--- src/rtl/pipelined_rca.sv ---
// Pipelined ripple-carry adder/subtractor. The WIDTH-bit carry chain is cut
// into STAGES equal chunks. Each stage ripples one chunk and registers the
// partial sum, the chunk carry-out and the operand bits still to be added.
//
// Handshake: a transfer happens on a rising edge where valid && ready are both
// high. Stage i loads whenever ready_i is high, with
// ready_i = !valid_i || ready_{i+1} and ready_STAGES = out_ready, so an empty
// stage always accepts (bubbles collapse) and a full stalled output holds.
module pipelined_rca #(
  parameter int WIDTH  = 64,
  parameter int STAGES = 4
) (
  input  logic             clk,
  input  logic             rst_n,
  input  logic             in_valid,
  output logic             in_ready,
  input  logic [WIDTH-1:0] a,
  input  logic [WIDTH-1:0] b,
  input  logic             c_in,
  input  logic             sub,
  output logic             out_valid,
  input  logic             out_ready,
  output logic [WIDTH-1:0] sum,
  output logic             c_out,
  output logic             overflow
);

  localparam int CHUNK = WIDTH / STAGES;

  if (STAGES < 1 || WIDTH < 2 || (WIDTH % STAGES) != 0) begin : g_bad_params
    $error("pipelined_rca: need WIDTH >= 2, STAGES >= 1 and STAGES dividing WIDTH");
  end

  // Stage registers
  logic [STAGES-1:0] valid_q, valid_d;
  logic [STAGES-1:0] carry_q, carry_d;
  logic [WIDTH-1:0]  sum_q [STAGES];
  logic [WIDTH-1:0]  sum_d [STAGES];
  logic [WIDTH-1:0]  a_q   [STAGES];
  logic [WIDTH-1:0]  a_d   [STAGES];
  logic [WIDTH-1:0]  b_q   [STAGES];
  logic [WIDTH-1:0]  b_d   [STAGES];
  logic              ovf_q, ovf_d;

  // Per-stage upstream view and ready chain
  logic [STAGES-1:0] up_valid;
  logic [STAGES-1:0] up_carry;
  logic [WIDTH-1:0]  up_a   [STAGES];
  logic [WIDTH-1:0]  up_b   [STAGES];
  logic [WIDTH-1:0]  up_sum [STAGES];
  logic [STAGES-1:0] stage_ready;
  logic              unused_operand_bits;

  // Ready chain: ready_i is high unless stages i..STAGES-1 are all valid and
  // the consumer stalls; this is the unrolled form of !valid_i || ready_{i+1}.
  always_comb begin : ready_comb
    logic all_valid;
    stage_ready = '0;
    for (int i = 0; i < STAGES; i++) begin
      all_valid = 1'b1;
      for (int j = i; j < STAGES; j++) begin
        all_valid = all_valid & valid_q[j];
      end
      stage_ready[i] = out_ready | ~all_valid;
    end
  end

  // Upstream data for each stage: the ports for stage 0, the previous register otherwise
  always_comb begin
    up_valid  = valid_q;
    up_carry  = carry_q;
    up_valid[0]  = in_valid;
    up_carry[0]  = sub | c_in;
    up_a[0]      = a;
    up_b[0]      = sub ? ~b : b;
    up_sum[0]    = '0;
    for (int i = 1; i < STAGES; i++) begin
      up_valid[i] = valid_q[i-1];
      up_carry[i] = carry_q[i-1];
      up_a[i]     = a_q[i-1];
      up_b[i]     = b_q[i-1];
      up_sum[i]   = sum_q[i-1];
    end
  end

  // Ripple chunk i of each stage and choose load or hold
  always_comb begin : stage_comb
    logic [CHUNK:0]   chunk_res;
    logic [WIDTH-1:0] new_sum;
    valid_d = valid_q;
    carry_d = carry_q;
    ovf_d   = ovf_q;
    for (int i = 0; i < STAGES; i++) begin
      sum_d[i] = sum_q[i];
      a_d[i]   = a_q[i];
      b_d[i]   = b_q[i];
      chunk_res = {1'b0, up_a[i][i*CHUNK +: CHUNK]}
                + {1'b0, up_b[i][i*CHUNK +: CHUNK]}
                + {{CHUNK{1'b0}}, up_carry[i]};
      new_sum = up_sum[i];
      new_sum[i*CHUNK +: CHUNK] = chunk_res[CHUNK-1:0];
      if (stage_ready[i]) begin
        valid_d[i] = up_valid[i];
      end
      // Data only moves with a real transaction, so idle stages keep their
      // contents and the outputs stay at zero after reset until a result lands.
      if (stage_ready[i] && up_valid[i]) begin
        sum_d[i]   = new_sum;
        carry_d[i] = chunk_res[CHUNK];
        a_d[i]     = up_a[i];
        b_d[i]     = up_b[i];
        if (i == STAGES - 1) begin
          ovf_d = (up_a[i][WIDTH-1] == up_b[i][WIDTH-1]) &&
                  (new_sum[WIDTH-1] != up_a[i][WIDTH-1]);
        end
      end
    end
  end

  // Stage registers with asynchronous clear
  always_ff @(posedge clk or negedge rst_n) begin
    if (!rst_n) begin
      valid_q <= '0;
      carry_q <= '0;
      ovf_q   <= 1'b0;
      for (int i = 0; i < STAGES; i++) begin
        sum_q[i] <= '0;
        a_q[i]   <= '0;
        b_q[i]   <= '0;
      end
    end else begin
      valid_q <= valid_d;
      carry_q <= carry_d;
      ovf_q   <= ovf_d;
      for (int i = 0; i < STAGES; i++) begin
        sum_q[i] <= sum_d[i];
        a_q[i]   <= a_d[i];
        b_q[i]   <= b_d[i];
      end
    end
  end

  // Operand bits already consumed by earlier chunks have no reader; fold them into one named sink
  always_comb begin
    unused_operand_bits = 1'b0;
    for (int i = 0; i < STAGES; i++) begin
      unused_operand_bits = unused_operand_bits ^ (^a_q[i]) ^ (^b_q[i]);
    end
  end

  assign in_ready  = stage_ready[0];
  assign out_valid = valid_q[STAGES-1];
  assign sum       = sum_q[STAGES-1];
  assign c_out     = carry_q[STAGES-1];
  assign overflow  = ovf_q;

endmodule

--- config.mk ---
export PLATFORM = sky130hd
export DESIGN_NAME = pipelined_rca
export DESIGN_NICKNAME = d
export VERILOG_FILES = /design/src/rtl/pipelined_rca.sv
export SDC_FILE = /design/constraint.sdc
export NUM_CORES = 1
export LEC_CHECK = 0
export CAP_MARGIN = 20
export CORE_ASPECT_RATIO = 1.2
export CORE_UTILIZATION = 61
export CTS_CLUSTER_DIAMETER = 30
export DETAILED_ROUTE_END_ITERATION = 12
export PLACE_DENSITY = 0.95
export RECOVER_POWER = 50
export SYNTH_ARGS = -nofsm -noshare
export SYNTH_HDL_FRONTEND = slang
export SYNTH_SLANG_ARGS = --single-unit
--- constraint.sdc ---
create_clock -name clk -period 6.5 [get_ports clk]
set_clock_uncertainty 0.2 [all_clocks]
set_input_delay 1.3 -clock clk [delete_from_list [all_inputs] [get_ports clk]]
set_output_delay 1.3 -clock clk [all_outputs]
set_load 0.05 [all_outputs]
==> results.sh, run 1 <==
export IMPL_status="finished with violations"
export IMPL_violations="max-capacitance violations, max-slew violations"
export IMPL_power_density_mw_per_mm2=495
export IMPL_worstSetupPathType="in2reg"
export IMPL_dp_cells=1897
export IMPL_dr_total_vias=11400
export IMPL_syn_area_per_cell_um2=11.5
export IMPL_antenna_found_initial=0
export IMPL_min_to="sum[63]$_DFFE_PN0P_"
export IMPL_ys_seq_area_frac=0.533
export IMPL_crit_required_ns=6.73
export IMPL_reg2reg_from="valid_q[3]$_DFFE_PN0N_"
export IMPL_port_buffers=201
export IMPL_drtIter0Drc=738
export IMPL_grt_util_met3=0.0364
export IMPL_busiest_layer="met2"
export IMPL_hold_viol_final=0
export IMPL_htreeDepth=2
export IMPL_rrSetupSlack_ns=2.52
export IMPL_relSlewSlack=-1.17
export IMPL_crit_path_start_kind="input port"
export IMPL_die_w_um=154
export IMPL_insertion_delay_ns=0.56
export IMPL_viasPerCell=5.69
export IMPL_ys_top_cells_by_area="dfrtp_1 (53%), mux2_2 (13%), nand2_1 (6.1%)"
export IMPL_grt_ovfl_total=0
export IMPL_timing_fmax_mhz=204
export IMPL_syn2layout_area_growth_pct=22.7
export IMPL_hold_buffers=0
export IMPL_use_met2=0.497
export IMPL_syn_area_mm2=0.0169
export IMPL_first_global_vias=12300
export IMPL_post_route_period_util=0.755
export IMPL_diodes=0
export IMPL_grt_max_degree=177
export IMPL_fp_dieH_um=185
export IMPL_drv_slew=317
export IMPL_reg2reg_to="a_q[120]$_DFFE_PN0P_"
export IMPL_num_rows=66
export IMPL_route_detailed_drc=0
export IMPL_post_cts_buffers=0
export IMPL_firstDrtPassIters=5
export IMPL_tns_ns=0
export IMPL_clkSinkCount=361
export IMPL_path_max_fanout=63
export IMPL_hold_depth=2
export IMPL_gr_usage_met1=0.331
export IMPL_hold_start="sum[63]$_DFFE_PN0P_"
export IMPL_grt_use_total=0.275
export IMPL_cts_max_path_buffers=3
export IMPL_synth_cell_types=56
export IMPL_synth_edff_count=0
export IMPL_power_leakage_uw=0.00944
export IMPL_wl_per_cell_um=18.9
export IMPL_cts_resized_gates=0
export IMPL_fin_nets=1818
export IMPL_synth_warnings=0
export IMPL_drive_gt1_frac=0.203
export IMPL_synth_flop_cell="dfrtp_1"
export IMPL_ir_worst_vdd_uv=320
export IMPL_crit_arrival_ns=5.14
export IMPL_fin_cells=2002
export IMPL_finalSetupViolCount=0
export IMPL_synth_top_area_frac=0.533
export IMPL_tritoncts_num_buffers=57
export IMPL_dieArea_mm2=0.0285
export IMPL_ios=202
export IMPL_globalplace_congestion=0.841
export IMPL_synth_most_common_cell="dfrtp_1"
export IMPL_end_kind="flop"
export IMPL_min_path_type="reg2reg"
export IMPL_synth_top_area_cell="dfrtp_1"
export IMPL_syn_inst=1478
export IMPL_synthesis_nets=1680
export IMPL_rsz0062_at_grt="no"
export IMPL_fill_cells=1566
export IMPL_root_buffer="clkbuf_16"
export IMPL_clk_transition_reported_paths_ns=0.05
export IMPL_place_hpwl_um=23600
export IMPL_grt_pass1_wl_um=61700
export IMPL_worstMarginPinSlew_ns=3.25
export IMPL_ys_ff_latch=361
export IMPL_wl_um=37900
export IMPL_async_reset_ff_frac=1.00
export IMPL_fin_crit_ns=4.91
export IMPL_cts_tree="done"
export IMPL_start_util=0.624
export IMPL_core_mm2=0.0272
export IMPL_r2r_cells=5
export IMPL_cap_violations=4
export IMPL_synthTopCellsByCount="dfrtp_1 (361), nand2_1 (275), mux2_2 (199)"
export IMPL_final_antenna_net_count=0
==> layout make-up <==
class                      count  area, um^2  share of cell area
tap                          340         425              0.0205
clock buffer                  66        1540              0.0742
multi-input combinational    973        7120               0.342
timing repair buffer         209        2100               0.101
clock inverter                39         527              0.0253
sequential                   361        9030               0.434
inverter                      14        52.6             0.00253
==> worst max-delay path by stage <==
stage | startpoint | endpoint | slack (ns) | depth (start not counted)
after global placement | out_ready | in_ready | 2.12 | 4
final | out_ready | a_q[120]$_DFFE_PN0P_ | 1.59 | 6
after floorplan | sub | sum_q[206]$_DFFE_PN0P_ | 2.48 | 13
after CTS | out_ready | in_ready | 1.99 | 4
after global routing | out_ready | a_q[124]$_DFFE_PN0P_ | 1.33 | 6
after detailed placement | out_ready | in_ready | 2.01 | 4
==> metal layers <==
layer,up-vias,share of wire
li1,5272,-
met1,5660,0.40
met2,360,0.52
met3,99,0.044
met4,0,0.036
met5,-,0
==> through the flow <==
stage               hold slack, ns  utilization  instance area, um^2  total power, uW  worst slack (ns)
finish                       0.273        0.765                20800            10300              1.59
global placement             0.253        0.690                18800             6780              2.12
floorplan                    0.242            -                16900             6180              2.48
global route                 0.305        0.765                20800            10800              1.33
detailed placement           0.263        0.690                18800             6980              2.01
CTS                          0.280        0.767                20800            10300              1.99
==> critical path, cell delays in order <==
cell	delay, ns
dlygate4sd3_1	0.55
nor2b_1	0.25
nand2_1	0.16
nand2_1	1.75
buf_4	0.64
mux2_2	0.40
==> logic make-up after synthesis <==
kind of cell,after synthesis,share of synthesized area
flip-flops,361,0.533
adder cells (fa/ha/maj),68,0.0538
multiplexers,200,0.133
buffers and inverters,144,0.0478
XOR/XNOR,118,0.0610
AND/OR/NAND/NOR,336,0.0792
AO/OA/AOI/OAI,251,0.0919
==> power breakdown <==
group	switching, uW	internal (uW)
registers	491	3030
clock network	1110	2110
logic	2020	1530
total	3620	6670
==> flip-flops by register name, indices dropped and copies added, names as in the netlist <==
name                count
stage_comb.new_sum     48
sum                    64
a_q                    96
b_q                    96
sum_q                  48
overflow                1
carry_q                 4
valid_q                 4
==> layout by cell type (no fill, tap or decap), types with 12 or more instances in the layout <==
cell,netlist,final
dfrtp_1,361,361
nand2_1,275,273
mux2_2,199,199
clkdlybuf4s50_1,0,198
o21ai_0,106,106
xnor2_1,74,74
ha_1,60,60
clkbuf_16,0,59
a21oi_1,54,54
xor2_1,44,44
a21o_1,20,20
nor2_1,20,20
inv_1,14,14
nand3_1,13,13
o21ai_1,12,12
Power figures use the tool's default switching activity.
==> run 2, diff against run 1 <==
--- a/config.mk
+++ b/config.mk
@@ -7,10 +7,10 @@
 export LEC_CHECK = 0
 export CAP_MARGIN = 20
 export CORE_ASPECT_RATIO = 1.2
-export CORE_UTILIZATION = 61
+export CORE_UTILIZATION = 56
 export CTS_CLUSTER_DIAMETER = 30
 export DETAILED_ROUTE_END_ITERATION = 12
-export PLACE_DENSITY = 0.95
+export PLACE_DENSITY = 0.91
 export RECOVER_POWER = 50
 export SYNTH_ARGS = -nofsm -noshare
 export SYNTH_HDL_FRONTEND = slang
==> constraint.sdc (replaced) <==
create_clock -name clk -period 5.1 [get_ports clk]
set_clock_uncertainty 0.2 [all_clocks]
set_input_delay 1.02 -clock clk [delete_from_list [all_inputs] [get_ports clk]]
set_output_delay 1.02 -clock clk [all_outputs]
set_load 0.05 [all_outputs]
==> results.sh, run 2 (synthesis gave the netlist of run 1 again) <==
export IMPL_worstSetupPathType="in2out"
export IMPL_hold_buffers=0
export IMPL_post_route_period_util=0.802
export IMPL_wl_um=37400
export IMPL_min_path_type="reg2reg"
export IMPL_route_detailed_drc=0
export IMPL_setup_worst_path_end="in_ready"
export IMPL_cts_tree="done"
export IMPL_first_global_vias=12200
export IMPL_violations="max-capacitance violations, max-slew violations"
export IMPL_reg2reg_to="sum[21]$_DFFE_PN0P_"
export IMPL_worstMarginPinSlew_ns=3.04
export IMPL_crit_path_start_kind="input port"
export IMPL_dp_slack_ns=1.13
export IMPL_grt_pass1_wl_um=60500
export IMPL_root_buffer="clkbuf_16"
export IMPL_drv_slew=156
export IMPL_reg2reg_from="valid_q[3]$_DFFE_PN0N_"
export IMPL_final_antenna_net_count=0
export IMPL_grt_use_total=0.247
export IMPL_grt_ovfl_total=0
export IMPL_ir_worst_vdd_uv=500
export IMPL_rrSetupSlack_ns=1.85
export IMPL_firstDrtPassIters=7
export IMPL_relSlewSlack=-1.02
export IMPL_hold_viol_final=0
export IMPL_end_kind="output pin"
export IMPL_status="finished with violations"
export IMPL_clk_transition_reported_paths_ns=0.05
export IMPL_mostFrequentLayoutCell="dfrtp_1"
export IMPL_path_max_fanout=4
export IMPL_crit_required_ns=3.88
export IMPL_syn2layout_area_growth_pct=23.3
export IMPL_die_w_um=161
export IMPL_cts_resized_gates=0
export IMPL_drtIter0Drc=540
export IMPL_drive_gt1_frac=0.207
export IMPL_core_mm2=0.0297
export IMPL_timing_fmax_mhz=244
export IMPL_insertion_delay_ns=0.58
export IMPL_finalSetupViolCount=0
export IMPL_rsz0062_at_grt="no"
export IMPL_startpoint="out_ready"
export IMPL_final_cell_mix="dfrtp_1 (361), nand2_1 (273), mux2_2 (199)"
export IMPL_cp_cell_sequence="dlygate4sd3_1, nor2b_1, nand4_1, clkdlybuf4s50_1"
export IMPL_ios=202
export IMPL_fin_nets=1824
export IMPL_tritoncts_num_buffers=59
export IMPL_start_util=0.571
export IMPL_fill_cells=2017
export IMPL_dieArea_mm2=0.0310
export IMPL_clkSinkCount=361
export IMPL_power_density_mw_per_mm2=619
export IMPL_viasPerCell=5.48
export IMPL_fin_crit_ns=4.09
export IMPL_r2r_cells=4
export IMPL_port_buffers=201
export IMPL_globalplace_congestion=0.889
export IMPL_antenna_found_initial=2
export IMPL_power_leakage_uw=0.00945
export IMPL_tns_ns=0
export IMPL_dr_total_vias=11300
export IMPL_fin_ws_ns=1.01
export IMPL_fp_dieH_um=193
export IMPL_post_cts_buffers=0
export IMPL_place_hpwl_um=24200
export IMPL_cpMaxStageDelayCell="clkdlybuf4s50_1"
export IMPL_wl_per_cell_um=18.2
export IMPL_cpPeakStageDelay_ns=0.79
export IMPL_grt_max_degree=120
export IMPL_htreeDepth=2
export IMPL_cap_violations=2
export IMPL_cts_max_path_buffers=3
export IMPL_num_rows=69
export IMPL_crit_arrival_ns=2.87
run 2: cell count changes in the layout (fill, tap and decap cells not counted), sizes merged:
cell | before | now
buf | 8 | 12
clkinvlp | 3 | 5
diode | 0 | 2
clkinv | 15 | 11
clkbuf | 68 | 70
inv | 25 | 36
bufinv | 10 | 4
run 2: final cells by class:
cell class | count | area [um^2] | area share
Tap cell | 390 | 488 | 0.0234
Inverter | 14 | 52.6 | 0.00252
Clock buffer | 68 | 1560 | 0.0747
Antenna cell | 2 | 5.00 | 0.000240
Multi-Input combinational cell | 973 | 7120 | 0.341
Sequential cell | 361 | 9030 | 0.432
Timing Repair Buffer | 213 | 2170 | 0.104
Clock inverter | 42 | 467 | 0.0223
run 2: how the worst min path moves through the flow:
stage	from	to	slack [ns]	cells after the start
after global placement	a_q[242]$_DFFE_PN0P_	a_q[242]$_DFFE_PN0P_	0.26	2
after floorplan	a_q[224]$_DFFE_PN0P_	a_q[224]$_DFFE_PN0P_	0.24	2
after global routing	a_q[233]$_DFFE_PN0P_	a_q[233]$_DFFE_PN0P_	0.29	2
final	a_q[239]$_DFFE_PN0P_	a_q[239]$_DFFE_PN0P_	0.27	2
after CTS	a_q[240]$_DFFE_PN0P_	a_q[240]$_DFFE_PN0P_	0.28	2
after detailed placement	a_q[244]$_DFFE_PN0P_	a_q[244]$_DFFE_PN0P_	0.26	2
run 2: worst max-delay path: cells and delay by family:
| kind | cells | cell delay (ns) |
|---|---|---|
| AND/OR/NAND/NOR | 2 | 0.51 |
| buffers and inverters | 2 | 1.34 |
run 2: per-stage QoR:
stage	instance area, um^2	hold WS [ns]	instances	util	power (uW)
floorplan	16900	0.242	1478	-	7870
global placement	18900	0.256	1949	0.635	8680
detailed placement	18900	0.262	1949	0.635	8910
CTS	20900	0.279	2059	0.703	13000
global route	20900	0.292	2063	0.703	13600
finish	20900	0.271	2063	0.703	12900
run 2: power breakdown:
part | internal (uW) | switching (uW)
Combinational | 1940 | 2540
Clock | 2470 | 1530
Sequential | 3860 | 604
run 2: per-layer routing:
| metal | GRT usage | routed length [um] |
|---|---|---|
| met5 | 0 | 0 |
| met4 | 0.102 | 1210 |
| met3 | 0.0359 | 1470 |
| met2 | 0.449 | 19600 |
| met1 | 0.294 | 15100 |
